**config.mk**
```make
export PLATFORM = sky130hd
export DESIGN_NAME = control_unit16
export DESIGN_NICKNAME = d
export VERILOG_FILES = /design/src/rtl/control_unit16.sv
export SDC_FILE = /design/constraint.sdc
export NUM_CORES = 1
export LEC_CHECK = 0
export ABC_AREA = 0
export CORE_MARGIN = 1
export CORE_UTILIZATION = 27
export CTS_CLUSTER_SIZE = 20
export DETAILED_ROUTE_END_ITERATION = 6
export GPL_ROUTABILITY_DRIVEN = 1
export PLACE_DENSITY = 0.67
export SLEW_MARGIN = 0
export SYNTH_ARGS = -nofsm -noshare
export SYNTH_HDL_FRONTEND = slang
export SYNTH_SLANG_ARGS = --single-unit
```
**constraint.sdc**
```tcl
create_clock -name clk -period 3.4 [get_ports clk]
set_clock_uncertainty 0.05 [all_clocks]
set_input_delay 0.51 -clock clk [delete_from_list [all_inputs] [get_ports clk]]
set_output_delay 0.51 -clock clk [all_outputs]
set_load 0.02 [all_outputs]
```
**src/rtl/control_unit16.sv**
```systemverilog
// Multicycle control unit for the 16-bit processor: fetch, decode and
// sequencing of the register file, ALU, data memory and writeback mux.
module control_unit16 #(
    parameter int PC_WIDTH    = 7,
    parameter int DADDR_WIDTH = 8
) (
    input  logic                   clk,
    input  logic                   reset,
    input  logic [15:0]            instr,
    input  logic [15:0]            rf_rdDataA,
    output logic [PC_WIDTH-1:0]    pc_addr,
    output logic [DADDR_WIDTH-1:0] d_addr,
    output logic                   d_wr,
    output logic [1:0]             rf_sel,
    output logic [7:0]             rf_imm,
    output logic [3:0]             rf_wrAddr,
    output logic                   rf_write,
    output logic [3:0]             rf_rdAddrA,
    output logic [3:0]             rf_rdAddrB,
    output logic [1:0]             alu_sel,
    output logic                   halted
);

    localparam logic [3:0] OP_LOAD  = 4'd1;
    localparam logic [3:0] OP_STORE = 4'd2;
    localparam logic [3:0] OP_ADD   = 4'd3;
    localparam logic [3:0] OP_SUB   = 4'd4;
    localparam logic [3:0] OP_LDI   = 4'd5;
    localparam logic [3:0] OP_JZ    = 4'd6;
    localparam logic [3:0] OP_HALT  = 4'd7;

    localparam logic [PC_WIDTH-1:0] PC_ONE = PC_WIDTH'(1);

    typedef enum logic [2:0] {
        ST_FETCH  = 3'd0,
        ST_DECODE = 3'd1,
        ST_READ   = 3'd2,
        ST_EXEC   = 3'd3,
        ST_WB     = 3'd4,
        ST_HALT   = 3'd5
    } state_t;

    state_t              state_r;
    logic [PC_WIDTH-1:0] pc_r;
    logic [15:0]         ir_r;

    logic [3:0] op_s;
    logic [3:0] ra_s;
    logic [3:0] rb_s;
    logic [3:0] rc_s;
    logic [7:0] k8_s;
    logic       in_op_s;

    // Branch offset: sign-extend k8, then keep the PC-width low bits so it wraps.
    function automatic logic [PC_WIDTH-1:0] sext_k8(input logic [7:0] k);
        return PC_WIDTH'({{8{k[7]}}, k});
    endfunction

    assign op_s    = ir_r[15:12];
    assign ra_s    = ir_r[11:8];
    assign rb_s    = ir_r[7:4];
    assign rc_s    = ir_r[3:0];
    assign k8_s    = ir_r[7:0];
    assign in_op_s = (state_r == ST_READ) || (state_r == ST_EXEC) || (state_r == ST_WB);
    assign pc_addr = pc_r;

    // Instruction sequencer: state, program counter and instruction register.
    always_ff @(posedge clk) begin
        if (reset) begin
            state_r <= ST_FETCH;
            pc_r    <= '0;
            ir_r    <= 16'h0000;
        end else begin
            case (state_r)
                ST_FETCH: begin
                    state_r <= ST_DECODE;
                end
                ST_DECODE: begin
                    ir_r    <= instr;
                    pc_r    <= pc_r + PC_ONE;
                    state_r <= (instr[15:12] == OP_HALT) ? ST_HALT : ST_READ;
                end
                ST_READ: begin
                    state_r <= ST_EXEC;
                end
                ST_EXEC: begin
                    // rf_rdDataA now carries R[ra] addressed during READ.
                    if ((op_s == OP_JZ) && (rf_rdDataA == 16'h0000)) begin
                        pc_r <= pc_r + sext_k8(k8_s);
                    end
                    state_r <= ST_WB;
                end
                ST_WB: begin
                    state_r <= ST_FETCH;
                end
                ST_HALT: begin
                    state_r <= ST_HALT;
                end
                default: begin
                    state_r <= ST_FETCH;
                end
            endcase
        end
    end

    // Datapath control decode from the current state and instruction register.
    always_comb begin
        d_addr     = '0;
        d_wr       = 1'b0;
        rf_sel     = 2'd0;
        rf_imm     = 8'h00;
        rf_wrAddr  = 4'd0;
        rf_write   = 1'b0;
        rf_rdAddrA = 4'd0;
        rf_rdAddrB = 4'd0;
        alu_sel    = 2'd0;
        halted     = 1'b0;

        // Read addresses, d_addr and alu_sel stay stable from READ through WB.
        if (in_op_s) begin
            case (op_s)
                OP_LOAD: begin
                    d_addr = DADDR_WIDTH'(k8_s);
                end
                OP_STORE: begin
                    rf_rdAddrA = ra_s;
                    d_addr     = DADDR_WIDTH'(k8_s);
                end
                OP_ADD: begin
                    rf_rdAddrA = rb_s;
                    rf_rdAddrB = rc_s;
                    alu_sel    = 2'd1;
                end
                OP_SUB: begin
                    rf_rdAddrA = rb_s;
                    rf_rdAddrB = rc_s;
                    alu_sel    = 2'd2;
                end
                OP_JZ: begin
                    rf_rdAddrA = ra_s;
                end
                default: begin
                    alu_sel = 2'd0;
                end
            endcase
        end else begin
            halted = (state_r == ST_HALT);
        end

        if ((state_r == ST_EXEC) && (op_s == OP_STORE)) begin
            d_wr = 1'b1;
        end else begin
            d_wr = 1'b0;
        end

        // Writeback only in WB, so the register file never reads and writes at once.
        if (state_r == ST_WB) begin
            case (op_s)
                OP_LOAD: begin
                    rf_write  = 1'b1;
                    rf_sel    = 2'd1;
                    rf_wrAddr = ra_s;
                end
                OP_ADD, OP_SUB: begin
                    rf_write  = 1'b1;
                    rf_sel    = 2'd0;
                    rf_wrAddr = ra_s;
                end
                OP_LDI: begin
                    rf_write  = 1'b1;
                    rf_sel    = 2'd2;
                    rf_imm    = k8_s;
                    rf_wrAddr = ra_s;
                end
                default: begin
                    rf_write = 1'b0;
                end
            endcase
        end else begin
            rf_write = 1'b0;
        end
    end

endmodule

```
Word-level counts from Yosys, hierarchy flattened
Index checks and enable logic that the tools add are counted.
{ "word_totals": {"ff_bits": 26, "word_cells": 52} }
{ "classes": {"muxes": 22, "add_sub_neg": 2, "reduce_logical": 12, "n_eq_ne": 13} }
{ "ops": {"columns": ["op", "n"], "rows": [
  ["8-bit 2-to-1 mux", 4],
  ["4-bit 2-to-1 mux", 5],
  ["4-bit by 3-bit equality test with 1-bit output (second input constant)", 4],
  ["16-bit zero test", 1],
  ["3-bit case mux with 5 select lines", 1],
  ["7-bit case mux with 2 select lines", 1],
  ["4-bit by 2-bit equality test with 1-bit output (second input constant)", 2],
  ["2-bit case mux with 2 select lines", 2],
  ["4-bit case mux with 2 select lines", 1],
  ["7-bit by 1-bit adder with 7-bit output (second input constant)", 1],
  ["7-bit adder", 1],
  ["7-bit 2-to-1 mux", 1],
  ["3-bit by 2-bit equality test with 1-bit output (second input constant)", 2],
  ["3-bit equality test (second input constant)", 2],
  ["2-bit OR reduction", 3],
  ["4-bit by 1-bit equality test with 1-bit output (second input constant)", 1],
  ["1-bit 2-to-1 mux", 4],
  ["2-bit 2-to-1 mux", 2],
  ["4-bit OR reduction", 1],
  ["3-bit by 1-bit equality test with 1-bit output (second input constant)", 1],
  ["3-bit zero test", 1],
  ["3-bit 2-to-1 mux", 1],
  ["1-bit logical AND", 2],
  ["1-bit logical OR", 2],
  ["other kinds (3)", 3]
]} }

Depth between registers and ports, before layout
Gate-level depths: netlist of the first run.
{ "logic_depth": {"ltp_word": 4, "mapped_depth": 9, "depth_no_buf": 9} }

Worst setup path after synthesis of the first run
Ideal clock, no wire load.
{ "synth_path": {"path_type": "reg-to-reg", "startpoint": "reg state_r[2]", "endpoint": "reg pc_r[6] (netlist: pc_addr[6])", "t_arrival_ns": 2.209, "synth_period_minus_slack_ns": 2.381, "stages_incl_launch_ff": 10, "path_slack_ns": 1.019, "setup_time_ns": 0.121, "cell_sequence": "dfxtp_1 and3b_4 nand2b_1 ha_1 fa_1 a211oi_1 nor2_1 mux2i_1 o21ai_2 mux2_4"} }
{ "synth_via": {"elab_chain_cells": 3, "elab_cells_between_ends": 6, "classes_between": "eq/ne: 3; mux: 1; reduce/logical: 2"} }
{ "synth_rtl": {"columns": ["element", "line_no", "text"], "rows": [
  ["start, declared", "43", "state_t state_r;"],
  ["start signal, assigned", "81", "state_r <= (instr[15:12] == OP_HALT) ? ST_HALT : ST_READ;"],
  ["3-bit by 2-bit equality test with 1-bit output / 3-bit by 1-bit equality test with 1-bit output (equally long branches)", "74", "case (state_r)"],
  ["2-bit by 1-bit != test with 1-bit output (no source line) / 2-bit nonzero test (equally long branches)", null, null],
  ["2-bit AND reduction (no source line)", null, null],
  ["end signal, assigned", "80", "pc_r <= pc_r + PC_ONE;"],
  ["end signal, assigned", "89", "pc_r <= pc_r + sext_k8(k8_s);"],
  ["end, declared", "44", "logic [PC_WIDTH-1:0] pc_r;"]
]} }
Parallel ways exist; a longest one is shown, timed or not.
A chain may end at the register's enable or synchronous reset.

Final worst setup path of the first run
{ "layout_path": {"startpoint": "reg state_r[2]", "endpoint": "out rf_rdAddrA[1]"} }
{ "layout_via": {"elab_chain_cells": 4, "elab_cells_between_ends": 6, "classes_between": "eq/ne: 3; mux: 1; reduce/logical: 2"} }
{ "layout_rtl": {"columns": ["element", "line_no", "text"], "rows": [
  ["3-bit by 2-bit equality test with 1-bit output", "64", "assign in_op_s = (state_r == ST_READ) || (state_r == ST_EXEC) || (state_r == ST_WB);"],
  ["1-bit logical OR", "64", null],
  ["1-bit logical OR (*)", "64", null],
  ["4-bit 2-to-1 mux (*)", "120", "if (in_op_s) begin"],
  ["end, declared", "18", "output logic [3:0] rf_rdAddrA,"]
]} }
Every way passes the cells marked *; elsewhere a longest branch is shown, timed or not.

==> results of run 1 <==
==> path summary, 6_finish.rpt <==
path | cells after the start | slack, ps | to
worst min-delay path | 2 | 440 | ir_r[8]$_SDFFE_PP0P_
worst max-delay path | 6 | 220 | rf_rdAddrA[1]
worst min register to register | 2 | 440 | ir_r[8]$_SDFFE_PP0P_
worst max register to register | 9 | 840 | pc_addr[6]$_SDFFE_PP0P_
==> layout make-up <==
cell class | instances | area, um^2
Inverter | 3 | 11.26
Sequential cell | 26 | 520.5
Clock inverter | 1 | 30.03
Multi-Input combinational cell | 175 | 1101
Clock buffer | 3 | 41.29
Tap cell | 75 | 93.84
Timing Repair Buffer | 78 | 773.2
Fill cell | 594 | 3349
==> cells in the mapped netlist, types with 2 or more instances <==
library cell,n
nand2_1,34
and2_1,32
dfxtp_1,26
a21oi_1,20
nor2_1,18
ha_1,6
nor2b_1,6
nor3_1,6
o21ai_0,6
a211oi_1,5
clkbuf_1,5
mux2i_1,5
nand2b_1,4
a22o_1,3
inv_1,3
nor3b_1,3
a21o_1,2
buf_2,2
nand4b_1,2
nor4_1,2
or3_1,2
xnor2_1,2
==> tightest hold or removal path, delay by kind of cell, from the launching register on <==
kind	cells	cell delay, ps
DFF	1	340
and+or+nand+nor	1	60
AOI/OAI and AO/OA	1	50
==> power groups by stage <==
stage / clock network, mW / registers [mW] / logic (mW)
after floorplan: 0 / 0.354 / 0.0934
after global placement: 0 / 0.361 / 0.160
after CTS: 0.268 / 0.354 / 0.163
final: 0.259 / 0.354 / 0.162
after global routing: 0.279 / 0.358 / 0.178
after detailed placement: 0 / 0.361 / 0.163
==> stage by stage <==
step / hold slack [ps] / cell area, um^2
6_report: 436.3 / 2571
5_1_grt: 453.9 / 2571
2_1_floorplan: 394.4 / 1665
4_1_cts: 438.5 / 2571
3_5_place_dp: 425.3 / 2500
3_3_place_gp: 419.7 / 2500
==> flip-flops by register name (all words and copies together), names as in the netlist <==
name     count
ir_r        16
state_r      3
pc_addr      7
==> metal layers <==
| metal | vias to the layer above | wire length (um) |
|---|---|---|
| met4 | 0 | 28 |
| met3 | 4 | 298 |
| li1 | 883 | - |
| met2 | 44 | 2232 |
| met5 | - | 0 |
| met1 | 794 | 2151 |
==> logic make-up after synthesis <==
logic type / Yosys count / share of synthesized area [%]
and+or+nand+nor: 117 / 38.47
AOI/OAI and AO/OA: 42 / 16.30
DFF: 26 / 31.25
buffers and inverters: 11 / 2.629
muxes: 7 / 4.583
adders and majority gates: 7 / 5.710
xor gates and xnor gates: 2 / 1.052
==> flow_summary_export.csv, run 1 <==
group,metric,value,unit
power_and_ir_drop,pwr-share-seq,45.6,%
final_layout,mostFrequentLayoutCell,"clkdlybuf4s50_1",
outcome,status,"complete, no violations",
worst_setup_path,critPathLaunch,"state_r[2]$_SDFF_PP0_",
final_layout,area_delta_synth_final,54.40,%
worst_setup_path,cp_max_fo,7,
detailed_routing,drt_wl_total,4.711,mm
synth,yosys-top-cells-area,"dfxtp_1, and2_1, nand2_1",
synth,syn-num-nets,253,
power_and_ir_drop,p_comb_share,20.9,%
floorplanning,initial_utilization,28.13,%
clock_network,cts_sinks,26,
floorplanning,rows,28,
synth,avgSynthCellArea,7.855,um^2
floorplanning,die_y,80.54,um
detailed_routing,drtAntennaViolNets,0,
clock_network,cts_max_path_buffers,2,
synth,ys_seq_area_share,31.25,%
power_and_ir_drop,cellPowerDensity,301.4,nW/um^2
final_layout,diodes,0,
final_layout,layout-drive-gt1-share,5.245,%
final_layout,final_nets,328,
global_route,antenna_found_initial,0,
power_and_ir_drop,switching_share,26.73,%
sta,fin_crit_sh,93.53,%
global_route,use_met3,4.205,%
global_route,grt_pass1_vias,1528,
final_layout,final_cells,361,
power_and_ir_drop,cellLeakagePower,0.9824,nW
power_and_ir_drop,power.internal,567.8,uW
detailed_routing,drc,0,
sta,rsz0062_at_grt,"false",
detailed_routing,avgViaCountPerCell,4.778,
sta,worst_pin_slew,680.4,ps
global_route,grt_max_degree,28,
sta,fin_setup_tns,0,ps
sta,setup_viol,0,
floorplanning,pin_count,76,
clock_network,clk_latency,270,ps
synth,yosys.area.top_type,"dfxtp_1",
detailed_routing,via_count,1725,
flow_run,drv_cap,0,
worst_setup_path,critPathBufInv,1,
synth,yosys.cell_types.count,40,
worst_setup_path,r2r_start,"state_r[2]$_SDFF_PP0_",
synth,ys.warnings.count,0,
worst_setup_path,end_kind,"primary output",
global_route,grt_pass1_wl,7.279,mm
clock_network,clock_tree.root_cell,"clkbuf_8",
sta,slew_violations,0,
sta,hold_violations,0,
worst_setup_path,crit_family,"simple AND/OR/NAND/NOR gates",
place,dpl.hpwl,3.616,mm
clock_network,postCtsSetupRepairBufs,0,
worst_setup_path,path_class,"flop to primary output",
power_and_ir_drop,p_clk_share,33.5,%
global_route,grt_overflow,0,
global_route,grt_usage,14.67,%
synth,synth_edf_count,0,
clock_network,clk_pin_slew_worst_paths,90,ps
hold_path,holdCritPathClass,"flop to flop",
power_and_ir_drop,peakVddDrop,0.1908,mV
clock_network,cts_resized,0,
detailed_routing,wire_per_inst,13.05,um
power_and_ir_drop,p_switching,207.2,uW
synth,netlist.area_leader.share,31.25,%
power_and_ir_drop,total_power,775.0,uW
final_layout,post-route-util,43.43,%
floorplanning,die_w,80.54,um
sta,setup_slack,220.1,ps
global_route,met2_usage,24.15,%
sta,max_freq,0.3145,GHz
clock_network,holdBufCountCts,0,
global_route,grt.busiest_layer,"met2",
global_route,met1_usage,18.74,%
hold_path,hp-start,"ir_r[8]$_SDFFE_PP0P_",
worst_setup_path,worstPathArrival,2620,ps
detailed_routing,drtPass1Iterations,4,
worst_setup_path,critPathSlowestCell,"clkdlybuf4s50_1",
place,placed_cells,357,
synth,synth_area,1665,um^2
floorplanning,die-area,6486,um^2
clock_network,cts_tree,"done",
worst_setup_path,start_kind,"flop",
clock_network,h-tree-depth,1,
clock_network,cts_made_buffers,3,
worst_setup_path,cp_cell_sequence,"nor3b_1 -> nor2_1 -> or2_2 -> nor2b_1 -> a22o_1 -> clkdlybuf4s50_1",
detailed_routing,first_iter_violations,54,
synth,ys_ff_latch,26,
sta,period_minus_slack,3180,ps
floorplanning,core,5921,um^2
place,io_buffers,75,
synth,netlist_instances,212,
synth,synthFlopType,"dfxtp_1",
place,pre_cts_ws,539.6,ps
place,gp_congestion,0.8045,
synth,ys_async_sr_fraction,0,%
worst_setup_path,required,2840,ps
final_layout,layout_common_cells,"clkdlybuf4s50_1, nand2_1, and2_1",
sta,relSlewSlack,54.00,%
worst_setup_path,max_stage_delay,610,ps
Note: power is estimated with default switching activity, not from simulation.
==> inputs of run 2 (changes only) <==
==> constraint.sdc (replaced) <==
create_clock -name clk -period 3.21 [get_ports clk]
set_clock_uncertainty 0.05 [all_clocks]
set_input_delay 0.4815 -clock clk [delete_from_list [all_inputs] [get_ports clk]]
set_output_delay 0.4815 -clock clk [all_outputs]
set_load 0.05 [all_outputs]
==> flow_summary_export.csv, run 2 (same netlist as run 1, synthesis figures left out) <==
group,metric,value,unit
outcome,status,"complete, no violations",
worst_setup_path,required,2680,ps
final_layout,mostFrequentLayoutCell,"clkdlybuf4s50_1",
sta,fin_setup_tns,0,ps
final_layout,fillCellCount,583,
detailed_routing,first_iter_violations,55,
worst_setup_path,end_kind,"primary output",
power_and_ir_drop,p_comb_share,22.3,%
global_route,grt_pass1_wl,7.810,mm
final_layout,largest_reg_flops,16,
worst_setup_path,start_kind,"flop",
power_and_ir_drop,cellLeakagePower,1.051,nW
clock_network,cts_resized,0,
floorplanning,core,5921,um^2
final_layout,diodes,0,
final_layout,layout-drive-gt1-share,13.29,%
flow_run,drv_cap,0,
sta,worst_pin_slew,706.7,ps
floorplanning,die_y,80.54,um
final_layout,area_delta_synth_final,56.95,%
clock_network,clk_latency,280,ps
clock_network,clock_tree.root_cell,"clkbuf_8",
global_route,antenna_found_initial,0,
floorplanning,rows,28,
detailed_routing,drtAntennaViolNets,0,
sta,hold_violations,0,
global_route,grt_overflow,0,
sta,rsz0062_at_grt,"false",
worst_setup_path,path_class,"flop to primary output",
detailed_routing,drt_wl_total,4.786,mm
power_and_ir_drop,pwr-share-seq,44.4,%
global_route,grt_max_degree,19,
floorplanning,die_w,80.54,um
clock_network,cts_sinks,26,
power_and_ir_drop,p_switching,240.5,uW
clock_network,clk_pin_slew_worst_paths,100,ps
sta,fin_crit_sh,92.10,%
worst_setup_path,r2r_end,"pc_addr[6]$_SDFFE_PP0P_",
worst_setup_path,cp_max_fo,7,
worst_setup_path,reg2reg_depth,9,
power_and_ir_drop,p_clk_share,33.2,%
detailed_routing,drc,0,
sta,period_minus_slack,2956,ps
floorplanning,initial_utilization,28.13,%
sta,max_freq,0.3383,GHz
final_layout,final_nets,328,
clock_network,cts_max_path_buffers,2,
detailed_routing,via_count,1729,
detailed_routing,wire_per_inst,13.26,um
sta,setup_viol,0,
detailed_routing,avgViaCountPerCell,4.789,
final_layout,largest_register,"ir_r",
power_and_ir_drop,cellPowerDensity,322.6,nW/um^2
clock_network,cts_made_buffers,3,
clock_network,h-tree-depth,1,
worst_setup_path,worstPathArrival,2420,ps
clock_network,postCtsSetupRepairBufs,0,
power_and_ir_drop,peakVddDrop,0.2177,mV
floorplanning,pin_count,76,
worst_setup_path,r2r_start,"state_r[0]$_SDFF_PP0_",
clock_network,holdBufCountCts,0,
place,placed_area,2542,um^2
place,gp_congestion,0.8216,
place,dpl.hpwl,3.659,mm
power_and_ir_drop,power.internal,602.7,uW
clock_network,cts_tree,"done",
global_route,grt_pass1_vias,1618,
final_layout,layout_common_cells,"clkdlybuf4s50_1, nand2_1, and2_1",
hold_path,holdCritPathClass,"flop to flop",
floorplanning,die-area,6486,um^2
global_route,grt_usage,15.64,%
sta,relSlewSlack,52.77,%
place,io_buffers,75,
worst_setup_path,worst-r2r-setup-slack,640,ps
power_and_ir_drop,switching_share,28.52,%
worst_setup_path,crit_path_end,"alu_sel[1]",
worst_setup_path,critPathLaunch,"state_r[2]$_SDFF_PP0_",
detailed_routing,drtPass1Iterations,4,
sta,slew_violations,0,
final_layout,design_area,2614,um^2
==> run 2: how the worst min path moves through the flow <==
stage,start,cells after the start,slack [ps],to
finish,ir_r[8]$_SDFFE_PP0P_,2,430,ir_r[8]$_SDFFE_PP0P_
detailed placement,ir_r[11]$_SDFFE_PP0P_,2,420,ir_r[11]$_SDFFE_PP0P_
floorplan,ir_r[10]$_SDFFE_PP0P_,2,390,ir_r[10]$_SDFFE_PP0P_
CTS,ir_r[8]$_SDFFE_PP0P_,2,430,ir_r[8]$_SDFFE_PP0P_
global route,ir_r[11]$_SDFFE_PP0P_,2,460,ir_r[11]$_SDFFE_PP0P_
global placement,ir_r[10]$_SDFFE_PP0P_,2,420,ir_r[10]$_SDFFE_PP0P_
==> run 2: routing by layer <==
metal | up-vias | GRT usage, % | wire length, um
li1 | 880 | - | -
met1 | 799 | 20.34 | 2211
met2 | 46 | 25.59 | 2279
met3 | 4 | 4.432 | 270
met4 | 0 | 3.036 | 25
met5 | - | 0 | 0
==> run 2: power by group through the flow <==
stage,Clock [mW],Combinational (mW),Sequential [mW]
6_report,0.280,0.188,0.375
5_1_grt,0.302,0.206,0.379
4_1_cts,0.287,0.190,0.375
3_5_place_dp,0,0.189,0.383
3_3_place_gp,0,0.187,0.382
2_1_floorplan,0,0.103,0.385
==> run 2: critical path: stages, from the launching register on <==
cell	delay, ps
dfxtp_1	430
nor3b_1	260
nor2_1	90
or2_2	330
nor3_1	210
clkdlybuf4s50_1	840
==> run 2: area by class of cell <==
type                    instances  area, um^2  area share, %
multi-input cells             175        1101          42.13
repair buffers                 78       815.8          31.21
well taps                      75       93.84          3.590
clock inverters                 1       30.03          1.149
flip-flops and latches         26       520.5          19.91
inverters                       3       11.26         0.4308
clock buffers                   3       41.29          1.580
==> run 2: metrics by stage <==
step	std cells	util, %	hold WS, ps	setup WS (ps)	power, mW
3_5_place_dp	357	42.94	418.9	564.2	0.5722
2_1_floorplan	212	-	394.4	73.14	0.4883
4_1_cts	361	44.15	434.4	216.9	0.8523
3_3_place_gp	357	42.94	420.0	576.1	0.5690
6_report	361	44.15	432.5	253.7	0.8433
5_1_grt	361	44.15	458.7	93.18	0.8878
